## config.mk

```make
export PLATFORM = sky130hd
export DESIGN_NAME = instruction_fetch_flat
export DESIGN_NICKNAME = d
export VERILOG_FILES = /design/src/rtl/cpu_pkg.sv /design/src/rtl/instruction_fetch_if.sv /design/src/rtl/fetch_fifo.sv /design/src/rtl/instruction_fetch.sv /design/src/flat_wrapper.sv
export SDC_FILE = /design/constraint.sdc
export NUM_CORES = 1
export LEC_CHECK = 0
export CAP_MARGIN = 10
export CELL_PAD_IN_SITES_DETAIL_PLACEMENT = 1
export CELL_PAD_IN_SITES_GLOBAL_PLACEMENT = 1
export CORE_AREA = 4 4 85 87
export DETAILED_ROUTE_END_ITERATION = 8
export DIE_AREA = 0 0 89 91
export DONT_BUFFER_PORTS = 1
export GPL_TIMING_DRIVEN = 0
export PLACE_DENSITY_LB_ADDON = 0.1
export SLEW_MARGIN = 20
export SYNTH_ARGS = -nofsm -noshare
export SYNTH_HDL_FRONTEND = slang
export SYNTH_SLANG_ARGS = --single-unit
```

## constraint.sdc

```tcl
create_clock -name clk -period 16.9 [get_ports clk]
set_input_delay 3.38 -clock clk [delete_from_list [all_inputs] [get_ports clk]]
set_output_delay 3.38 -clock clk [all_outputs]
set_load 0.01 [all_outputs]
```

## src/rtl/cpu_pkg.sv

```systemverilog
// Purpose : shared widths, HALT opcode and the fetch entry type for the fetch slice.
// Latency : n/a (types and constants only).
// Backpr. : n/a.
// Contents: WORD_W/ADDR_W widths, HALT_OPC, fetch_entry_t {pc, instr}, is_halt() helper.
package cpu_pkg;

  localparam int          WORD_W   = 16;
  localparam int          ADDR_W   = 16;
  localparam logic [3:0]  HALT_OPC = 4'hF;

  typedef struct packed {
    logic [ADDR_W-1:0] pc;
    logic [WORD_W-1:0] instr;
  } fetch_entry_t;

  // Opcode lives in the top nibble of the instruction word.
  function automatic logic is_halt(input logic [WORD_W-1:0] word);
    return word[WORD_W-1 -: 4] == HALT_OPC;
  endfunction

endpackage

```

## src/rtl/instruction_fetch_if.sv

```systemverilog
// Purpose : bundles the ROM port, the execute redirect and the decode handshake of fetch.
// Latency : n/a (wires only).
// Backpr. : inst_ready from decode stalls the head entry; master = fetch, slave = ROM/decode/execute.
// Signals : counter/instruction (ROM), redirect_valid/redirect_pc (execute),
//           inst_valid/inst_data/inst_pc/inst_ready (decode), halted (status).
interface instruction_fetch_if
  import cpu_pkg::*;
#(
  parameter int DATA_WIDTH = WORD_W,
  parameter int ADDR_WIDTH = ADDR_W
);

  logic [ADDR_WIDTH-1:0] counter;
  logic [DATA_WIDTH-1:0] instruction;
  logic                  redirect_valid;
  logic [ADDR_WIDTH-1:0] redirect_pc;
  logic                  inst_valid;
  logic [DATA_WIDTH-1:0] inst_data;
  logic [ADDR_WIDTH-1:0] inst_pc;
  logic                  inst_ready;
  logic                  halted;

  modport master (
    output counter, inst_valid, inst_data, inst_pc, halted,
    input  instruction, redirect_valid, redirect_pc, inst_ready
  );

  modport slave (
    input  counter, inst_valid, inst_data, inst_pc, halted,
    output instruction, redirect_valid, redirect_pc, inst_ready
  );

endinterface

```

## src/rtl/fetch_fifo.sv

```systemverilog
// Purpose : synchronous prefetch FIFO of fetch entries with push/pop/flush.
// Latency : a push is visible at the head one cycle later; head is read combinationally.
// Backpr. : caller must not push when full unless popping, nor pop when empty.
// Ports   : clk, rst (sync, active high), push/push_dat, pop, flush, head_dat, full, empty.
//           Flush beats push; a pop in the flush cycle is simply absorbed by the flush.
module fetch_fifo
  import cpu_pkg::*;
#(
  parameter int  DEPTH   = 2,
  parameter type entry_t = fetch_entry_t
) (
  input  logic   clk,
  input  logic   rst,
  input  logic   push,
  input  entry_t push_dat,
  input  logic   pop,
  input  logic   flush,
  output entry_t head_dat,
  output logic   full,
  output logic   empty
);

  // DEPTH is a power of two, so pointers wrap naturally.
  localparam int PTR_W = (DEPTH > 1) ? $clog2(DEPTH) : 1;
  localparam int CNT_W = $clog2(DEPTH + 1);

  entry_t             mem [DEPTH];
  logic [PTR_W-1:0]   rd_ptr;
  logic [PTR_W-1:0]   wr_ptr;
  logic [CNT_W-1:0]   count;

  always_ff @(posedge clk) begin
    if (rst || flush) begin
      rd_ptr <= '0;
      wr_ptr <= '0;
      count  <= '0;
    end else begin
      if (push) wr_ptr <= wr_ptr + PTR_W'(1);
      if (pop)  rd_ptr <= rd_ptr + PTR_W'(1);
      case ({push, pop})
        2'b10:   count <= count + CNT_W'(1);
        2'b01:   count <= count - CNT_W'(1);
        default: count <= count;
      endcase
    end
  end

  // Push into a full FIFO only happens alongside a pop, and then wr_ptr == rd_ptr:
  // the slot overwritten is exactly the head being consumed this cycle.
  always_ff @(posedge clk) begin
    if (!rst && !flush && push) mem[wr_ptr] <= push_dat;
  end

  assign head_dat = mem[rd_ptr];
  assign full     = (count == CNT_W'(DEPTH));
  assign empty    = (count == '0);

endmodule

```

## src/rtl/instruction_fetch.sv

```systemverilog
// Purpose : fetch initiator: owns the PC, reads the ROM, buffers {pc, instr} for decode.
// Latency : first push on the first cycle out of reset, inst_valid one cycle later;
//           a redirect in cycle N yields the target entry at the head in cycle N+2.
// Backpr. : inst_ready low with a full FIFO stops pushes and holds the PC.
// Ports   : clk, rst (sync, active high), bus (instruction_fetch_if.master).
// Config  : IFETCH_HALT_EN defined -> a pushed HALT word (top nibble HALT_OPC) stops fetch
//           until a redirect or reset; undefined -> halted tied to 0, fetch never stops.
module instruction_fetch
  import cpu_pkg::*;
#(
  parameter int                    DATA_WIDTH = WORD_W,
  parameter int                    ADDR_WIDTH = ADDR_W,
  parameter int                    FIFO_DEPTH = 2,
  parameter logic [ADDR_WIDTH-1:0] RESET_PC   = '0
) (
  input  logic                 clk,
  input  logic                 rst,
  instruction_fetch_if.master  bus
);

  typedef struct packed {
    logic [ADDR_WIDTH-1:0] pc;
    logic [DATA_WIDTH-1:0] instr;
  } entry_t;

  logic [ADDR_WIDTH-1:0] pc;
  logic                  push;
  logic                  pop;
  logic                  full;
  logic                  empty;
  logic                  halted;
  logic                  halt_word;
  entry_t                push_dat;
  entry_t                head_dat;

  // Redirect target LSB is ignored: instructions are always half-word aligned.
  logic unused_redirect_lsb;
  assign unused_redirect_lsb = bus.redirect_pc[0];

  assign pop  = !empty && bus.inst_ready;
  // A pop frees a slot in the same cycle, so a full FIFO can still accept a push.
  assign push = !bus.redirect_valid && !halted && (!full || pop);

  assign push_dat.pc    = pc;
  assign push_dat.instr = bus.instruction;

`ifdef IFETCH_HALT_EN
  assign halt_word = (bus.instruction[DATA_WIDTH-1 -: 4] == HALT_OPC);

  always_ff @(posedge clk) begin
    if (rst)                     halted <= 1'b0;
    else if (bus.redirect_valid) halted <= 1'b0;
    else if (push && halt_word)  halted <= 1'b1;
  end
`else
  assign halt_word = 1'b0;
  assign halted    = 1'b0;
`endif

  // The PC stays on the HALT word so that a later resume-by-redirect is the only exit.
  always_ff @(posedge clk) begin
    if (rst)                     pc <= {RESET_PC[ADDR_WIDTH-1:1], 1'b0};
    else if (bus.redirect_valid) pc <= {bus.redirect_pc[ADDR_WIDTH-1:1], 1'b0};
    else if (push && !halt_word) pc <= pc + ADDR_WIDTH'(2);
  end

  fetch_fifo #(
    .DEPTH   (FIFO_DEPTH),
    .entry_t (entry_t)
  ) u_fifo (
    .clk      (clk),
    .rst      (rst),
    .push     (push),
    .push_dat (push_dat),
    .pop      (pop),
    .flush    (bus.redirect_valid),
    .head_dat (head_dat),
    .full     (full),
    .empty    (empty)
  );

  assign bus.counter    = pc;
  assign bus.inst_valid = !empty;
  assign bus.inst_data  = head_dat.instr;
  assign bus.inst_pc    = head_dat.pc;
  assign bus.halted     = halted;

endmodule

```

## src/flat_wrapper.sv

```systemverilog
// flat-port wrapper written by rule: the top's interface ports become plain ports
module instruction_fetch_flat import cpu_pkg::*;
#(
  parameter int                    DATA_WIDTH = WORD_W,
  parameter int                    ADDR_WIDTH = ADDR_W,
  parameter int                    FIFO_DEPTH = 2,
  parameter logic [ADDR_WIDTH-1:0] RESET_PC   = '0
)
  (clk, rst, bus_counter, bus_inst_valid, bus_inst_data, bus_inst_pc, bus_halted, bus_instruction, bus_redirect_valid, bus_redirect_pc, bus_inst_ready);
  instruction_fetch_if #(.DATA_WIDTH(DATA_WIDTH), .ADDR_WIDTH(ADDR_WIDTH)) bus_i ();
  input  logic clk;
  input  logic rst;
  output wire logic [$bits(bus_i.counter)-1:0] bus_counter;
  output wire logic [$bits(bus_i.inst_valid)-1:0] bus_inst_valid;
  output wire logic [$bits(bus_i.inst_data)-1:0] bus_inst_data;
  output wire logic [$bits(bus_i.inst_pc)-1:0] bus_inst_pc;
  output wire logic [$bits(bus_i.halted)-1:0] bus_halted;
  input wire logic [$bits(bus_i.instruction)-1:0] bus_instruction;
  input wire logic [$bits(bus_i.redirect_valid)-1:0] bus_redirect_valid;
  input wire logic [$bits(bus_i.redirect_pc)-1:0] bus_redirect_pc;
  input wire logic [$bits(bus_i.inst_ready)-1:0] bus_inst_ready;
  assign bus_counter = bus_i.counter;
  assign bus_inst_valid = bus_i.inst_valid;
  assign bus_inst_data = bus_i.inst_data;
  assign bus_inst_pc = bus_i.inst_pc;
  assign bus_halted = bus_i.halted;
  assign bus_i.instruction = bus_instruction;
  assign bus_i.redirect_valid = bus_redirect_valid;
  assign bus_i.redirect_pc = bus_redirect_pc;
  assign bus_i.inst_ready = bus_inst_ready;
  instruction_fetch #(.DATA_WIDTH(DATA_WIDTH), .ADDR_WIDTH(ADDR_WIDTH), .FIFO_DEPTH(FIFO_DEPTH), .RESET_PC(RESET_PC)) u_core (.clk(clk), .rst(rst), .bus(bus_i));
endmodule
```

Yosys cells after proc, flatten, opt, wreduce, memory -nomap -nowiden
Memories as Yosys holds them, arrays and structs flattened. A register that Yosys moved wholly into a read port is not among the register bits.
Index checks and enable logic that the tools add are counted.
{ "word_totals": {"ram_bits": 64, "memories": 1, "output_inout_bits": 50, "inputBits": 36, "word_cells": 35, "regBits": 20} }
{ "classes": {"eq_ne": 3, "reduce_logical": 14, "muxes": 7, "n_addsub": 5} }
{ "memory_table": {"columns": ["memory", "words", "word_bits", "rd", "rd_ports_with_merged_regs", "wr", "line", "rtl"], "rows": [
  ["u_core.u_fifo.mem", 2, 32, 1, 1, 1, "fetch_fifo.sv:27", "entry_t mem [DEPTH];"]
]} }
{ "op_table": {"columns": ["cell", "n"], "rows": [
  ["16-bit 2-to-1 mux", 2],
  ["16-bit by 2-bit adder with 16-bit output, second input constant", 1],
  ["2-bit equality test, second input constant", 2],
  ["1-bit logical AND", 4],
  ["1-bit logical NOT", 4],
  ["1-bit 2-to-1 mux", 4],
  ["2-bit case mux with 2 select lines", 1],
  ["2-bit nonzero test", 2],
  ["1-bit adder, second input constant", 2],
  ["2-bit by 1-bit adder with 2-bit output, second input constant", 1],
  ["2-bit by 1-bit equality test with 1-bit output, second input constant", 1],
  ["2-bit logical NOT", 1],
  ["1-bit logical OR", 2],
  ["2-bit OR reduction", 1],
  ["2-bit by 1-bit subtractor with 2-bit output, second input constant", 1]
]} }

Depth between registers and ports, before layout
{ "logic_depth": {"word_depth": 8, "ltp_mapped": 5, "ltp_nobuf": 5} }

Modules after synthesis
From an unflattened synthesis, not the netlist that was laid out.
{ "unflattened": {"cells_unflattened": 249, "hier_area_um2": 3608.5} }
{ "modules_own_cells": {"columns": ["module", "area_each_um2", "n_inst", "seq_area_each_um2", "cells_per_inst"], "rows": [
  ["fetch_fifo", 2527.4, 1, 2021.9, 123],
  ["instruction_fetch", 1081.0, 1, 300.3, 126]
]} }

Worst setup path before layout
Ideal clock, no wire load.
{ "synth_timing": {"kind": "input to register", "start": "input port bus_redirect_valid", "end": "memory u_core.u_fifo.mem[1][0] (netlist name), enable pin", "path_buffers": 2, "required_ns": 16.392, "arrival_time_ns": 7.107, "path_stages": 3, "slack_ns": 9.285, "path_cell_list": "buf_2 -> buf_1 -> nor4b_1"} }
{ "synth_via": {"elab_chain_cells": 5, "word_cells_on_any_way": 6, "classes_between": "mux: 2; reduce/logical: 4"} }
{ "synth_lines": {"columns": ["item", "line", "rtl"], "rows": [
  ["start, declared", "flat_wrapper.sv:19", "input wire logic [$bits(bus_i.redirect_valid)-1:0] bus_redirect_valid;"],
  ["1-bit logical NOT *", "fetch_fifo.sv:51, instruction_fetch.sv:42", null],
  ["1-bit logical AND, on equally long branches", "fetch_fifo.sv:51, instruction_fetch.sv:42", null],
  ["1-bit logical AND *", "fetch_fifo.sv:51", "if (!rst && !flush && push) mem[wr_ptr] <= push_dat;"],
  ["1-bit 2-to-1 mux *", "fetch_fifo.sv:51", null],
  ["1-bit 2-to-1 mux (implied by the code) *", "fetch_fifo.sv:51", null],
  ["end, declared", "fetch_fifo.sv:27", null]
]} }
Every way passes the cells marked *; elsewhere a longest branch is shown, timed or not.

==> impl_results.md <==
* Switching power total at a little under 0.09 mW
* Die Wd at approximately 89 um
* Max Cap Viol at 0
* Vias per cell at approximately 5.6
* Most common cell in the synthesized netlist: edfxtp_1
* Worst setup path class: flip-flop to output port
* Area after DPL at approximately 3600 um^2
* Core area at between 6000 and 7000 um^2
* Clock Skew at approximately 0.011 ns
* Yosys top cell by area: edfxtp_1
* Asr flop ratio synth at 0%
* Setup_tns at 0 ns
* Syn Std Cell Area at approximately 3400 um^2
* Post-synthesis compound-gate area fraction at under 10%
* Largest net degree at the start of global routing at 14
* HPWL after DPL at roughly 5.2 mm
* Slew headroom at roughly three fifths
* Layout cell share with drive strength beyond 1 at between 20 and 30%
* Synth-to-Final Area Change at 11.2%
* HP Start: u_core.u_fifo.count[0]
* Post-Synthesis Cells at 234
* Outcome: finished, final reports clean
* Reg-to-Reg Start: u_core.u_fifo.count[1]
* Unrepaired setup endpoints after global routing: false
* CP endpoint kind: output port
* Worst r2r dst: u_core.u_fifo.mem[1][15]
* Logic pwr share at between 6 and 7%
* Die H at 91 um
* Crit-path cells: buf_1 -> mux2_2
* Total congestion overflow at 0
* Row count at 29
* Max stage delay on crit path at approximately 0.5 ns
* Initial core utilization at 53.4%
* Adder-Cell Fraction of Synth Area at less than 1%
* Final Instance Area at ~3800 um^2
* Maximum VDD drop at around 54 uV
* Port-buffer cells at 0
* Post-route ant nets at 0
* Crit path DAT at around 1.7 ns
* Final setup viols at 0
* Crit-path leading delay family: buffers and inverters
* Hold WC Path Type: flip-flop to flip-flop
* Clk_lat worst skew at approximately 0.34 ns
* Hold-critical path depth at 2
* # DRC at 0
* TritonCTS clock tree: yes
* Clk sinks at 82
* Buffer count from post-CTS setup fixing at 0
* Post_cts resized at 0
* Post-Synth Simple-Gate Area at 9.89%
* Yosys warns at 0
* Main synth FF type: edfxtp_1
* Final Power at approximately 0.41 mW
* Combinational family with the most area after synthesis: multiplexers
* IO Pins at 86
* CTS H-Tree Depth at 3
* Max clock buf depth at 2
* Worst-Margin Slew at around 0.59 ns
* Fill cells at 600
* Die ar. at 8100 um^2
* Via count at 1881
* Mean Syn Cell Area at between 10 and 15 um^2
* CTS root buffer: clkbuf_8
* Worst EP required at 13.52 ns
* Final core utilization at between 50 and 60%
* Number of synthesized flops with an enable pin at 62
* Startpoint types: flip-flop
* GPL Wtd Cong at roughly 0.79
* First-pass GRT wire length at around 11 mm
* Mux cell area share after synthesis at between 10% and 20%
* Drt first pass iters at 4
* Final hold viol count at 0
* #FFs+latches synth at just over 80
* Reg power frac at 57.6%
* Initial DRC Count at 77
* Routed WL per cell at roughly 21 um
* Cell-internal power at ~0.32 mW
* Post-layout min period at around 5.1 ns
* Reg2Reg Depth at 5
* # diodes at 0
* Worst path bufs/invs at 1
* Routed WL at ~7.1 mm
* Max Clk Rate at around 0.20 GHz
* Power Density at roughly 110 nW/um^2
* Register area share after synthesis at 66.7%
* Share of the synthesized area in the top cell type at roughly 55%
* Area contributors post-synth: edfxtp_1, dfxtp_1, mux2_2
* Final-stage net count at approximately 290
* Endpoint, Worst Hold: u_core.u_fifo.count[0]
* Initial antenna violation count at 0
* Top post-synthesis cells by count: edfxtp_1, mux2_2, dfxtp_1
* Leak pwr at approximately 1.3 nW
* Worst Path Max Fanout at 10
* CTS Buf Count at 9
* Final Cycle Share at just over 30%
* Post-CTS Hold Buffers at 0
* Synth Area in XOR/XNOR at 3.62%
* R2R Setup Slk at roughly 15 ns
* Gr usage total at 18.3%
* Sw Ratio at between 20 and 25%
* Clock share of power at 36.1%
* Netlist cell types at 38
* Max-slew violation count at 0
* Vias in the first global route at approximately 2100
* Clock Pin Slew Worst Setup and Hold Paths at 0.08 ns
* Slowest stage cell, crit path: buf_1
logic make-up after synthesis:
kind of cell,after synthesis
DFF,82
and+or+nand+nor,51
muxes,34
buffers and inverters,27
AOI/OAI and AO/OA,24
xor gates and xnor gates,14
adders and majority gates,1
other,1
power by group through the flow:
stage / combinational, mW / clock (mW) / sequential [mW]
floorplan: 0.0197 / 0 / 0.237
global placement: 0.0234 / 0 / 0.239
detailed placement: 0.0256 / 0 / 0.239
CTS: 0.0260 / 0.151 / 0.235
global route: 0.0282 / 0.162 / 0.236
finish: 0.0256 / 0.147 / 0.235
worst max path at each step:
stage                             startpoint                 endpoint  cells after the start
after floorplan           bus_redirect_valid  u_core.u_fifo.mem[1][0]                      3
after global placement                   rst  u_core.u_fifo.mem[1][0]                      3
after detailed placement  bus_redirect_valid  u_core.u_fifo.mem[0][0]                      5
after CTS                          flip-flop           bus_inst_pc[2]                      2
after global routing               flip-flop           bus_inst_pc[9]                      2
final                              flip-flop          bus_inst_pc[12]                      2
worst register-to-register path, cell delays in order, from the launching register on:
cell and delay, ns:
dfxtp_1 0.34, nor3b_2 0.20, buf_2 0.21, nor4b_2 0.49, buf_4 0.29, buf_2 0.25
registers in the layout, indices dropped and copies added, names as in the netlist, named ones only:
name                  flops
u_core.bus.counter       15
u_core.u_fifo.rd_ptr      1
u_core.u_fifo.count       2
u_core.u_fifo.wr_ptr      1
u_core.u_fifo.mem        62
stage by stage:
step                setup slack, ns  hold WS [ns]  std cells
detailed placement            11.58         0.521        321
global route                  11.68         0.595        335
CTS                           11.72         0.535        335
floorplan                      9.28         0.481        236
finish                        11.78         0.531        335
global placement               7.83         0.493        313
cell type report:
cell class | instances | area (um^2) | share of cell area, %
inverters | 12 | 45.0 | 1.19
clock buffers | 9 | 124 | 3.29
multi-input cells | 127 | 1030 | 27.4
well taps | 77 | 96.3 | 2.56
repair buffers | 8 | 57.6 | 1.53
clock inverters | 5 | 81.3 | 2.16
plain buffers | 15 | 70.1 | 1.86
flip-flops and latches | 82 | 2260 | 60.0
cells in the final DEF, fill, tap and decap left out, types with 3 or more instances in the layout:
cell type	n
mux2_2	31
buf_4	5
clkbuf_1	6
xor2_1	8
edfxtp_1	62
inv_1	12
xnor2_1	6
nor3_1	9
conb_1	3
buf_1	4
nor2_1	3
a21oi_1	11
o21a_1	10
nand2_1	9
nand3_1	5
nor3b_1	3
buf_2	6
dfxtp_1	20
nor4_1	3
nand4_1	4
clkbuf_8	9
metal layers:
| layer | wire, um | track usage (%) | part of all wire (%) | up-vias |
|---|---|---|---|---|
| met4 | 75 | 5.96 | 1.1 | 0 |
| met1 | 2820 | 22.9 | 40 | 918 |
| li1 | - | - | - | 898 |
| met2 | 3660 | 30.6 | 52 | 59 |
| met3 | 500 | 4.89 | 7.1 | 6 |
| met5 | 0 | 0 | 0 | - |
Power figures use the tool's default switching activity.
